`config.mk`:
```
export PLATFORM = sky130hd
export DESIGN_NAME = noc_packetizer_flat
export DESIGN_NICKNAME = d
export VERILOG_FILES = /design/src/rtl/noc_packetizer_if.sv /design/src/rtl/noc_packetizer.sv /design/src/flat_wrapper.sv
export SDC_FILE = /design/constraint.sdc
export NUM_CORES = 1
export LEC_CHECK = 0
export CORE_ASPECT_RATIO = 0.5
export CORE_UTILIZATION = 39
export CTS_CLUSTER_DIAMETER = 50
export CTS_CLUSTER_SIZE = 40
export DETAILED_ROUTE_END_ITERATION = 6
export HOLD_SLACK_MARGIN = 0.03
export MAX_ROUTING_LAYER = met4
export PLACE_DENSITY = 0.82
export SETUP_SLACK_MARGIN = 0.15
export SLEW_MARGIN = 10
export SYNTH_ARGS = -nofsm -noshare
export SYNTH_HDL_FRONTEND = slang
export SYNTH_SLANG_ARGS = --single-unit
```
`constraint.sdc`:
```
create_clock -name noc_clk -period 2.2 [get_ports noc_clk]
set_clock_uncertainty 0.05 [all_clocks]
set_input_delay 0.66 -clock noc_clk [delete_from_list [all_inputs] [get_ports noc_clk]]
set_output_delay 0.66 -clock noc_clk [all_outputs]
set_load 0.05 [all_outputs]
```
`src/rtl/noc_packetizer_if.sv`:
```
// rtl/noc_packetizer_if.sv - descriptor, payload and NoC send channel bundle for noc_packetizer
interface noc_packetizer_if #(
    parameter int DATA_W  = 32,
    parameter int COORD_W = 4,
    parameter int LEN_W   = 8
);
    // descriptor channel (tile -> packetizer)
    logic               msg_valid;
    logic               msg_ready;
    logic [COORD_W-1:0] msg_dst_x;
    logic [COORD_W-1:0] msg_dst_y;
    logic [LEN_W-1:0]   msg_len;

    // payload channel (tile -> packetizer)
    logic               data_valid;
    logic               data_ready;
    logic [DATA_W-1:0]  data_in;

    // flit channel (packetizer -> NoC node receive port)
    logic               noc_send_valid;
    logic               noc_send_ready;
    logic [DATA_W-1:0]  noc_send_flit;
    logic               noc_send_VCready;
    logic               noc_send_is_header;
    logic               noc_send_is_tail;

    // packetizer side: sinks descriptors and payload, sources flits
    modport master (
        input  msg_valid, msg_dst_x, msg_dst_y, msg_len,
        output msg_ready,
        input  data_valid, data_in,
        output data_ready,
        output noc_send_valid, noc_send_flit, noc_send_is_header, noc_send_is_tail,
        input  noc_send_ready, noc_send_VCready
    );

    // environment side: compute tile plus NoC node
    modport slave (
        output msg_valid, msg_dst_x, msg_dst_y, msg_len,
        input  msg_ready,
        output data_valid, data_in,
        input  data_ready,
        input  noc_send_valid, noc_send_flit, noc_send_is_header, noc_send_is_tail,
        output noc_send_ready, noc_send_VCready
    );
endinterface

```
`src/rtl/noc_packetizer.sv`:
```
// rtl/noc_packetizer.sv - wormhole packet injector: header flit from descriptor, then payload flits
module noc_packetizer #(
    parameter int DATA_W  = 32,
    parameter int COORD_W = 4,
    parameter int LEN_W   = 8,
    parameter int SRC_X   = 0,
    parameter int SRC_Y   = 0
) (
    input  logic          noc_clk,
    input  logic          noc_rst,
    noc_packetizer_if.master bus,
    output logic [15:0]   pkt_count,
    output logic          busy
);
    localparam int HDR_W = LEN_W + 4 * COORD_W;

    typedef enum logic {
        IDLE,
        BODY
    } state_t;

    state_t             state;
    logic [LEN_W-1:0]   remaining;
    logic               send_valid;
    logic               send_is_header;
    logic               send_is_tail;
    logic [DATA_W-1:0]  send_flit;

    logic               can_load;
    logic               msg_fire;
    logic               data_fire;
    logic               tail_fire;
    logic [HDR_W-1:0]   header;

    // The single output stage may be refilled when empty or when its flit leaves this cycle
    assign can_load = !send_valid || bus.noc_send_ready;

    // Handshake readies depend only on registered state and downstream ready, never on the
    // upstream valids; VC availability gates only the start of a new packet
    assign bus.msg_ready  = !noc_rst && (state == IDLE) && bus.noc_send_VCready && can_load;
    assign bus.data_ready = !noc_rst && (state == BODY) && can_load;

    assign msg_fire  = bus.msg_valid && bus.msg_ready;
    assign data_fire = bus.data_valid && bus.data_ready;
    assign tail_fire = send_valid && bus.noc_send_ready && send_is_tail;

    // Header layout LSB first: dst_x, dst_y, src_x, src_y, len; upper bits zero
    assign header = {bus.msg_len, COORD_W'(SRC_Y), COORD_W'(SRC_X), bus.msg_dst_y, bus.msg_dst_x};

    assign bus.noc_send_valid     = send_valid;
    assign bus.noc_send_flit      = send_flit;
    assign bus.noc_send_is_header = send_is_header;
    assign bus.noc_send_is_tail   = send_is_tail;

    assign busy = (state != IDLE) || send_valid;

    // Packet FSM, flit output register and sent-packet counter
    always_ff @(posedge noc_clk) begin
        if (noc_rst) begin
            state          <= IDLE;
            remaining      <= '0;
            send_valid     <= 1'b0;
            send_flit      <= '0;
            send_is_header <= 1'b0;
            send_is_tail   <= 1'b0;
            pkt_count      <= '0;
        end else begin
            if (tail_fire) begin
                pkt_count <= pkt_count + 16'd1;
            end

            // slot drains when its flit is taken; a new accept below refills it in the same cycle
            if (can_load) begin
                send_valid <= 1'b0;
            end

            case (state)
                IDLE: begin
                    if (msg_fire) begin
                        send_valid     <= 1'b1;
                        send_flit      <= DATA_W'(header);
                        send_is_header <= 1'b1;
                        send_is_tail   <= (bus.msg_len == '0);
                        remaining      <= bus.msg_len;
                        if (bus.msg_len != '0) begin
                            state <= BODY;
                        end
                    end
                end
                BODY: begin
                    if (data_fire) begin
                        send_valid     <= 1'b1;
                        send_flit      <= bus.data_in;
                        send_is_header <= 1'b0;
                        send_is_tail   <= (remaining == LEN_W'(1));
                        remaining      <= remaining - LEN_W'(1);
                        if (remaining == LEN_W'(1)) begin
                            state <= IDLE;
                        end
                    end
                end
            endcase
        end
    end
endmodule

```
`src/flat_wrapper.sv`:
```
// flat-port wrapper written by rule: the top's interface ports become plain ports
module noc_packetizer_flat 
#(
    parameter int DATA_W  = 32,
    parameter int COORD_W = 4,
    parameter int LEN_W   = 8,
    parameter int SRC_X   = 0,
    parameter int SRC_Y   = 0
)
  (noc_clk, noc_rst, pkt_count, busy, bus_msg_valid, bus_msg_dst_x, bus_msg_dst_y, bus_msg_len, bus_msg_ready, bus_data_valid, bus_data_in, bus_data_ready, bus_noc_send_valid, bus_noc_send_flit, bus_noc_send_is_header, bus_noc_send_is_tail, bus_noc_send_ready, bus_noc_send_VCready);
  noc_packetizer_if #(.DATA_W(DATA_W), .COORD_W(COORD_W), .LEN_W(LEN_W)) bus_i ();
  input  logic noc_clk;
  input  logic noc_rst;
  output logic [15:0] pkt_count;
  output logic busy;
  input wire logic [$bits(bus_i.msg_valid)-1:0] bus_msg_valid;
  input wire logic [$bits(bus_i.msg_dst_x)-1:0] bus_msg_dst_x;
  input wire logic [$bits(bus_i.msg_dst_y)-1:0] bus_msg_dst_y;
  input wire logic [$bits(bus_i.msg_len)-1:0] bus_msg_len;
  output wire logic [$bits(bus_i.msg_ready)-1:0] bus_msg_ready;
  input wire logic [$bits(bus_i.data_valid)-1:0] bus_data_valid;
  input wire logic [$bits(bus_i.data_in)-1:0] bus_data_in;
  output wire logic [$bits(bus_i.data_ready)-1:0] bus_data_ready;
  output wire logic [$bits(bus_i.noc_send_valid)-1:0] bus_noc_send_valid;
  output wire logic [$bits(bus_i.noc_send_flit)-1:0] bus_noc_send_flit;
  output wire logic [$bits(bus_i.noc_send_is_header)-1:0] bus_noc_send_is_header;
  output wire logic [$bits(bus_i.noc_send_is_tail)-1:0] bus_noc_send_is_tail;
  input wire logic [$bits(bus_i.noc_send_ready)-1:0] bus_noc_send_ready;
  input wire logic [$bits(bus_i.noc_send_VCready)-1:0] bus_noc_send_VCready;
  assign bus_i.msg_valid = bus_msg_valid;
  assign bus_i.msg_dst_x = bus_msg_dst_x;
  assign bus_i.msg_dst_y = bus_msg_dst_y;
  assign bus_i.msg_len = bus_msg_len;
  assign bus_msg_ready = bus_i.msg_ready;
  assign bus_i.data_valid = bus_data_valid;
  assign bus_i.data_in = bus_data_in;
  assign bus_data_ready = bus_i.data_ready;
  assign bus_noc_send_valid = bus_i.noc_send_valid;
  assign bus_noc_send_flit = bus_i.noc_send_flit;
  assign bus_noc_send_is_header = bus_i.noc_send_is_header;
  assign bus_noc_send_is_tail = bus_i.noc_send_is_tail;
  assign bus_i.noc_send_ready = bus_noc_send_ready;
  assign bus_i.noc_send_VCready = bus_noc_send_VCready;
  noc_packetizer #(.DATA_W(DATA_W), .COORD_W(COORD_W), .LEN_W(LEN_W), .SRC_X(SRC_X), .SRC_Y(SRC_Y)) u_core (.noc_clk(noc_clk), .noc_rst(noc_rst), .bus(bus_i), .pkt_count(pkt_count), .busy(busy));
endmodule
```
==> results of run 1 <==
[final timing paths]
path                            cells after the start                                 startpoint                                        end
worst max register to register                      4           u_core.remaining[3]$_SDFFE_PP0P_                    u_core.state$_SDFF_PP0_
worst min register to register                      2  u_core.bus.noc_send_flit[24]$_SDFFE_PP0P_  u_core.bus.noc_send_flit[24]$_SDFFE_PP0P_
worst max-delay path                                4                                    noc_rst                              bus_msg_ready
worst min-delay path                                2  u_core.bus.noc_send_flit[24]$_SDFFE_PP0P_  u_core.bus.noc_send_flit[24]$_SDFFE_PP0P_
[worst max-delay path: stages]
cell and delay (ns):
buf_2 0.18, inv_4 0.10, and4_4 0.24, buf_12 0.13
[cells in the mapped netlist, types with 2 or more instances]
library cell,instances,area (um2)
inv_1,8,30.0
nor3_1,21,105
nor2_1,20,75.1
xor2_1,4,35.0
buf_2,5,25.0
ha_1,3,37.5
a211oi_1,16,120
mux2i_1,14,140
or2_2,2,12.5
o2bb2ai_1,2,17.5
o22ai_1,5,31.3
nand3_1,38,190
buf_1,4,15.0
a21oi_1,27,135
a32o_1,5,50.1
o21ai_0,5,25.0
or3_1,2,12.5
dfxtp_1,60,1200
and4_1,3,26.3
nor4_1,8,50.1
clkbuf_1,17,63.8
mux2_2,2,22.5
nand2b_1,2,12.5
and3_1,2,12.5
o32ai_1,2,17.5
nand4_1,5,31.3
nand2_1,15,56.3
nor2b_1,3,18.8
xnor2_1,7,61.3
[timing repair]
| action | 4_1_cts | 5_1_grt |
|---|---|---|
| setup endpoints to repair | 43 | 1 |
| resized for setup | 31 | 2 |
| pin swaps | 1 | 0 |
[flip-flops by register name, summed over array words and instances, names as in the netlist]
register / cells
u_core.bus.noc_send_flit: 32
u_core.bus.noc_send_is_header: 1
u_core.bus.noc_send_is_tail: 1
u_core.bus.noc_send_valid: 1
u_core.pkt_count: 16
u_core.remaining: 8
u_core.state: 1
[cells in the final DEF, fill, tap and decap left out, types with 6 or more instances in the layout]
cell,netlist,layout
nor4_1,8,7
xnor2_1,7,7
clkdlybuf4s50_1,0,50
a21oi_1,27,27
buf_12,0,6
dlygate4sd2_1,0,24
dfxtp_1,60,58
nand2_1,15,15
clkbuf_16,0,9
a211oi_1,16,16
nor3_1,21,20
mux2i_1,14,14
nor2_1,20,20
inv_1,8,8
nand3_1,38,38
buf_4,0,56
[final cells by class]
| cell class | instances | area [um2] | share of cell area (%) |
|---|---|---|---|
| clock inverter | 1 | 5.00 | 0.115 |
| timing repair buffer | 138 | 1260 | 28.9 |
| sequential | 60 | 1200 | 27.6 |
| multi-input combinational | 226 | 1460 | 33.6 |
| inverter | 9 | 36.3 | 0.832 |
| clock buffer | 15 | 278 | 6.37 |
| tap | 92 | 115 | 2.64 |
[through the flow]
step           instance area (um2)  power, mW  instances  utilization (%)  hold slack (ns)
2_1_floorplan                 2830       1.45        321                -            0.420
3_3_place_gp                  4100       1.66        525             60.4            0.399
3_5_place_dp                  4100       1.67        525             60.4            0.407
4_1_cts                       4370       2.97        541             64.4            0.410
5_1_grt                       4360       3.06        541             64.4            0.434
6_report                      4360       2.94        541             64.4            0.408
[per-layer routing]
layer	wire (um)	GRT usage (%)	part of all wire, %
met3	326	6.02	4.3
met4	137	8.47	1.8
met5	0	-	0
met2	3770	37.9	50
met1	3340	25.9	44
[where the power goes]
| part | internal [mW] | switching, mW | leakage [nW] |
|---|---|---|---|
| Clock | 0.852 | 0.452 | 0.140 |
| Combinational | 0.230 | 0.255 | 1.10 |
| Sequential | 1.13 | 0.0277 | 0.488 |
[kinds of logic after synthesis]
kind of cell	synth area share, %
AOI/OAI and AO/OA	16.5
buffers and inverters	4.97
DFF	43.4
muxes	5.88
adders and majority gates	1.36
and+or+nand+nor	24.4
xor gates and xnor gates	3.48
==> reports/results.tsv, run 1 <==
stage	metric	value	unit
status	status	finished, final reports clean	
global_routing	All-Layer GR Usage	22.3	%
clocking	Reg clk slew, reported paths	0.05	ns
logic_synthesis	Post-Syn Area	2770	um2
placed_design	Detailed Place HPWL	5.46	mm
setup_path	Crit Path Class	input pin to output port	
logic_synthesis	Ys Warns	0	
detailed_routing	drt drc	0	
timing	setup ws final	0.170	ns
timing	worst-margin pin slew	0.568	ns
global_routing	first-pass GRT wire length	12.4	mm
global_routing	largest net degree at the start of global routing	29	
logic_synthesis	Post-synth EDFFs	0	
clocking	postcts setup bufs	0	
pwr	leakage power	1.73	nW
timing	Final Cycle Share	92.3	%
detailed_routing	drt via density	5.30	
die	Total Die Area	7460	um2
placed_design	post-placement setup slack	-0.244	ns
worst_hold_path	worst min path class	flip-flop to flip-flop	
die	Core Region	6780	um2
timing	setup TNS	0	ns
die	DIE HEIGHT	61.6	um
clocking	hold buffer count at cts	0	
timing	relative slew slack	61.8	%
cells_and_area	# diodes	0	
logic_synthesis	register area share after synthesis	43.4	%
clocking	clk sinks	60	
logic_synthesis	ys async rst share	0	%
global_routing	initial antenna violation count	0	
detailed_routing	First-pass DRT Iterations	4	
logic_synthesis	Mean Syn Cell Area	8.62	um2
clocking	clock root buffer	clkbuf_16	
logic_synthesis	Syn Nets	378	
pwr	Max IR drop VDD	463	uV
cells_and_area	# fillers	573	
detailed_routing	total vias in the final route	2870	
cells_and_area	fin nets	501	
detailed_routing	ANT nets after route	0	
clocking	CTS tree	built	
logic_synthesis	#FFs+latches synth	60	
setup_path	Critical Path AT	1.32	ns
clocking	CTS Buf Count	9	
timing	Max Slew Vio Count	0	
pwr	pwr/cell area	674	nW/um2
placed_design	IO Port Bufs	107	
setup_path	Worst setup EP type	output port	
global_routing	vias in the first global route	2690	
timing	Final Hold Viols	0	
clocking	CTS max path bufs	2	
cells_and_area	share of cells above drive strength 1	21.2	%
placed_design	RePlAce Congestion	0.819	
clocking	clk_lat worst skew	0.33	ns
timing	fmax	493	MHz
die	initial core utilization	40.8	%
setup_path	Worst setup SP type	input pin	
detailed_routing	DR WL/cell	14.0	um
setup_path	Crit Path Max Fanout	8	
global_routing	gr ovfl total	0	
cells_and_area	Layout area overhead	57.6	%
timing	# setup viols final	0	
job	Max Cap Viol	0	
die	die width	121	um
logic_synthesis	dominant synthesized flop cell	dfxtp_1	
setup_path	Worst R2R Setup Slack	0.28	ns
timing	Period minus WS final	2.03	ns
die	I/O Pins	108	
detailed_routing	drt initial violations	226	
clocking	CTS H-Tree Depth	3	
timing	setup repair after global routing missed its margin	no	
detailed_routing	WL final	7.57	mm
setup_path	required time worst endpoint	1.49	ns
logic_synthesis	Post-Synthesis Cells	321	
die	# rows	21	
logic_synthesis	Synth cell types	43	
No activity file was read; power rests on OpenSTA's default activity.
==> inputs of run 2 (changes only) <==
CORE_UTILIZATION = 44   (was 39)
PLACE_DENSITY = 0.87   (was 0.82)
clock period = 2 ns   (was 2.2 ns; I/O delays follow)
==> run 2 against run 1 <==
Power is 11% higher. Register-to-register slack worse by 0.07 ns. Combinational power up 21%. Count of clock-buffer cells in the layout shrank 5. Global-route usage rose by 6.6 points. Final cell count rose by 0.18%. Sequential power rose by 10%. Via count increased by 13%. Cell area grew 1.4%. Die area down 11%. Critical path type is now flip-flop to output port. Sequential share of layout area hardly changed.
==> reports/results.tsv, run 2 (synthesis gave the netlist of run 1 again) <==
stage	metric	value	unit	change
die	Total Die Area	6630	um2	-11%
cells_and_area	max reg flops	32		unchanged
pwr	Max IR drop VDD	433	uV	-6.5%
timing	Period minus WS final	1.88	ns	
clocking	Reg clk slew, reported paths	0.06	ns	about the same
cells_and_area	final core utilization	76.6	%	+12 points
setup_path	Crit Path Class	flip-flop to output port		
detailed_routing	drt via density	5.96		+12%
clocking	CTS H-Tree Depth	3		unchanged
clocking	clk_lat worst skew	0.34	ns	about the same
die	I/O Pins	108		unchanged
detailed_routing	ANT nets after route	0		unchanged
timing	Max Slew Vio Count	0		unchanged
setup_path	CP max-delay cell	dfxtp_4		
cells_and_area	commonest cells after routing, fill and taps aside	buf_4, clkdlybuf4s50_1, dfxtp_1, nand3_1, a21oi_1		
timing	setup repair after global routing missed its margin	yes		
detailed_routing	DR WL/cell	18.1	um	+30%
timing	Final Hold Viols	0		unchanged
die	die width	114	um	-5.8%
setup_path	required time worst endpoint	1.35	ns	-0.14 ns
die	DIE HEIGHT	58.1	um	-5.7%
setup_path	Worst setup endpoint	bus_data_ready		
clocking	CTS tree	built		
job	Max Cap Viol	0		unchanged
global_routing	first-pass GRT wire length	14.3	mm	+15%
setup_path	Critical Path AT	1.23	ns	-0.09 ns
die	Core Region	5780	um2	-15%
setup_path	CP cell instances	nor2b_4, nor3_4, buf_12		
detailed_routing	drt initial violations	259		+15%
cells_and_area	most common cell after layout, fill and taps aside	buf_4		
timing	setup TNS	0	ns	unchanged
global_routing	largest net degree at the start of global routing	47		+62%
die	initial core utilization	47.9	%	+7.1 points
timing	worst-margin pin slew	0.601	ns	+0.0327 ns
timing	# setup viols final	0		unchanged
detailed_routing	First-pass DRT Iterations	5		+1
cells_and_area	# fillers	362		-37%
placed_design	IO Port Bufs	107		unchanged
setup_path	reg2reg path depth	4		unchanged
setup_path	Worst R2R Setup Slack	0.21	ns	-0.07 ns
die	# rows	19		-9.5%
cells_and_area	fin nets	510		+1.8%
cells_and_area	register area	1220	um2	+1.5%
timing	setup ws final	0.119	ns	-0.0514 ns
global_routing	vias in the first global route	2972		+10%
placed_design	RePlAce Congestion	0.963		+18%
placed_design	Detailed Place HPWL	6.01	mm	+10%
setup_path	Crit Path Max Fanout	6		-2
detailed_routing	total vias in the final route	3229		+13%
cells_and_area	Layout area overhead	59.9	%	
pwr	leakage power	1.72	nW	-0.49%
cells_and_area	share of cells above drive strength 1	31.9	%	+11 points
setup_path	reg2reg end	u_core.bus.noc_send_is_tail$_SDFFE_PP0P_		
clocking	clock root buffer	clkbuf_16		
setup_path	max incr delay on CP	0.37	ns	+0.13 ns
global_routing	gr ovfl total	0		unchanged
cells_and_area	# diodes	0		unchanged
global_routing	initial antenna violation count	0		unchanged
timing	fmax	532	MHz	
setup_path	worst reg2reg path startpoint	u_core.remaining[3]$_SDFFE_PP0P_		
pwr	pwr/cell area	740	nW/um2	+9.7%
placed_design	post-placement setup slack	-0.405	ns	-0.161 ns
clocking	clk sinks	60		unchanged
timing	relative slew slack	59.6	%	-2.2 points
detailed_routing	drt drc	0		unchanged
setup_path	Worst setup startpoint	u_core.bus.noc_send_valid$_SDFF_PP0_		
status	status	finished, final reports clean		
clocking	CTS Buf Count	9		unchanged
cells_and_area	Multi-input gate area	1500	um2	+2.6%
global_routing	All-Layer GR Usage	29.0	%	+6.6 points
timing	Final Cycle Share	94.1	%	
clocking	CTS max path bufs	2		unchanged
worst_hold_path	worst min path class	flip-flop to flip-flop		
detailed_routing	WL final	9.84	mm	+30%
setup_path	Worst setup SP type	flip-flop		
setup_path	Worst setup EP type	output port		
==> run 2: changes by cell type in the layout (fill, tap and decap cells not counted), sizes merged <==
cell	change
buf	+33
clkbuf	-5
clkdlybuf4s50	-1
clkinv	+2
clkinvlp	+3
dlygate4sd2	-24
dlymetal6s2s	+1
==> run 2: critical path: cells and delay by family, from the launching register on <==
family	cells	cell delay [ns]
and+or+nand+nor	2	0.35
DFF	1	0.37
buffers and inverters	1	0.17
==> run 2: how the worst min path moves through the flow <==
stage / start / to / slack (ns) / cells past startpoint
after detailed placement: u_core.bus.noc_send_flit[12]$_SDFFE_PP0P_ / u_core.bus.noc_send_flit[12]$_SDFFE_PP0P_ / 0.41 / 2
final: u_core.bus.noc_send_flit[12]$_SDFFE_PP0P_ / u_core.bus.noc_send_flit[12]$_SDFFE_PP0P_ / 0.42 / 2
after global placement: u_core.bus.noc_send_flit[8]$_SDFFE_PP0P_ / u_core.bus.noc_send_flit[8]$_SDFFE_PP0P_ / 0.40 / 2
after CTS: u_core.bus.noc_send_flit[27]$_SDFFE_PP0P_ / u_core.bus.noc_send_flit[27]$_SDFFE_PP0P_ / 0.42 / 2
after floorplan: u_core.remaining[6]$_SDFFE_PP0P_ / u_core.remaining[6]$_SDFFE_PP0P_ / 0.42 / 1
after global routing: u_core.bus.noc_send_flit[8]$_SDFFE_PP0P_ / u_core.bus.noc_send_flit[8]$_SDFFE_PP0P_ / 0.44 / 2
==> run 2: cell type report <==
| cell class | count | share of cell area, % |
|---|---|---|
| Tap cell | 84 | 2.37 |
| Clock buffer | 10 | 5.17 |
| Timing Repair Buffer | 147 | 29.2 |
| Clock inverter | 6 | 0.933 |
| Inverter | 9 | 0.763 |
| Sequential cell | 60 | 27.6 |
| Multi-Input combinational cell | 226 | 33.9 |
==> run 2: per-layer routing <==
layer | global-route usage, % | vias to the layer above | routed length, um
met5 | - | - | 0
li1 | - | 1453 | -
met1 | 32.3 | 1537 | 3870
met2 | 47.9 | 198 | 4820
met4 | 13.4 | 0 | 337
met3 | 9.41 | 41 | 810
==> run 2: power by group <==
group | switching, mW | internal, mW
sequential | 0.0319 | 1.24
combinational | 0.312 | 0.273
clock | 0.587 | 0.834
==> run 2: through the flow <==
stage	total power, mW	area [um2]	cells	hold WS [ns]
after floorplan	1.60	2880	321	0.420
after global placement	1.81	3990	514	0.404
after detailed placement	1.82	3990	514	0.411
after CTS	3.22	4330	534	0.421
after global routing	3.35	4430	542	0.441
final	3.27	4430	542	0.420
==> run 2: timing repair <==
item / CTS / global route
cloned: 0 / 2
hold endpoints to repair: 0 / 0
hold buffers: 0 / 0
setup buffers: 4 / 6
gates resized for setup: 21 / 14
pin swaps: 5 / 10
setup endpoints to repair: 50 / 41
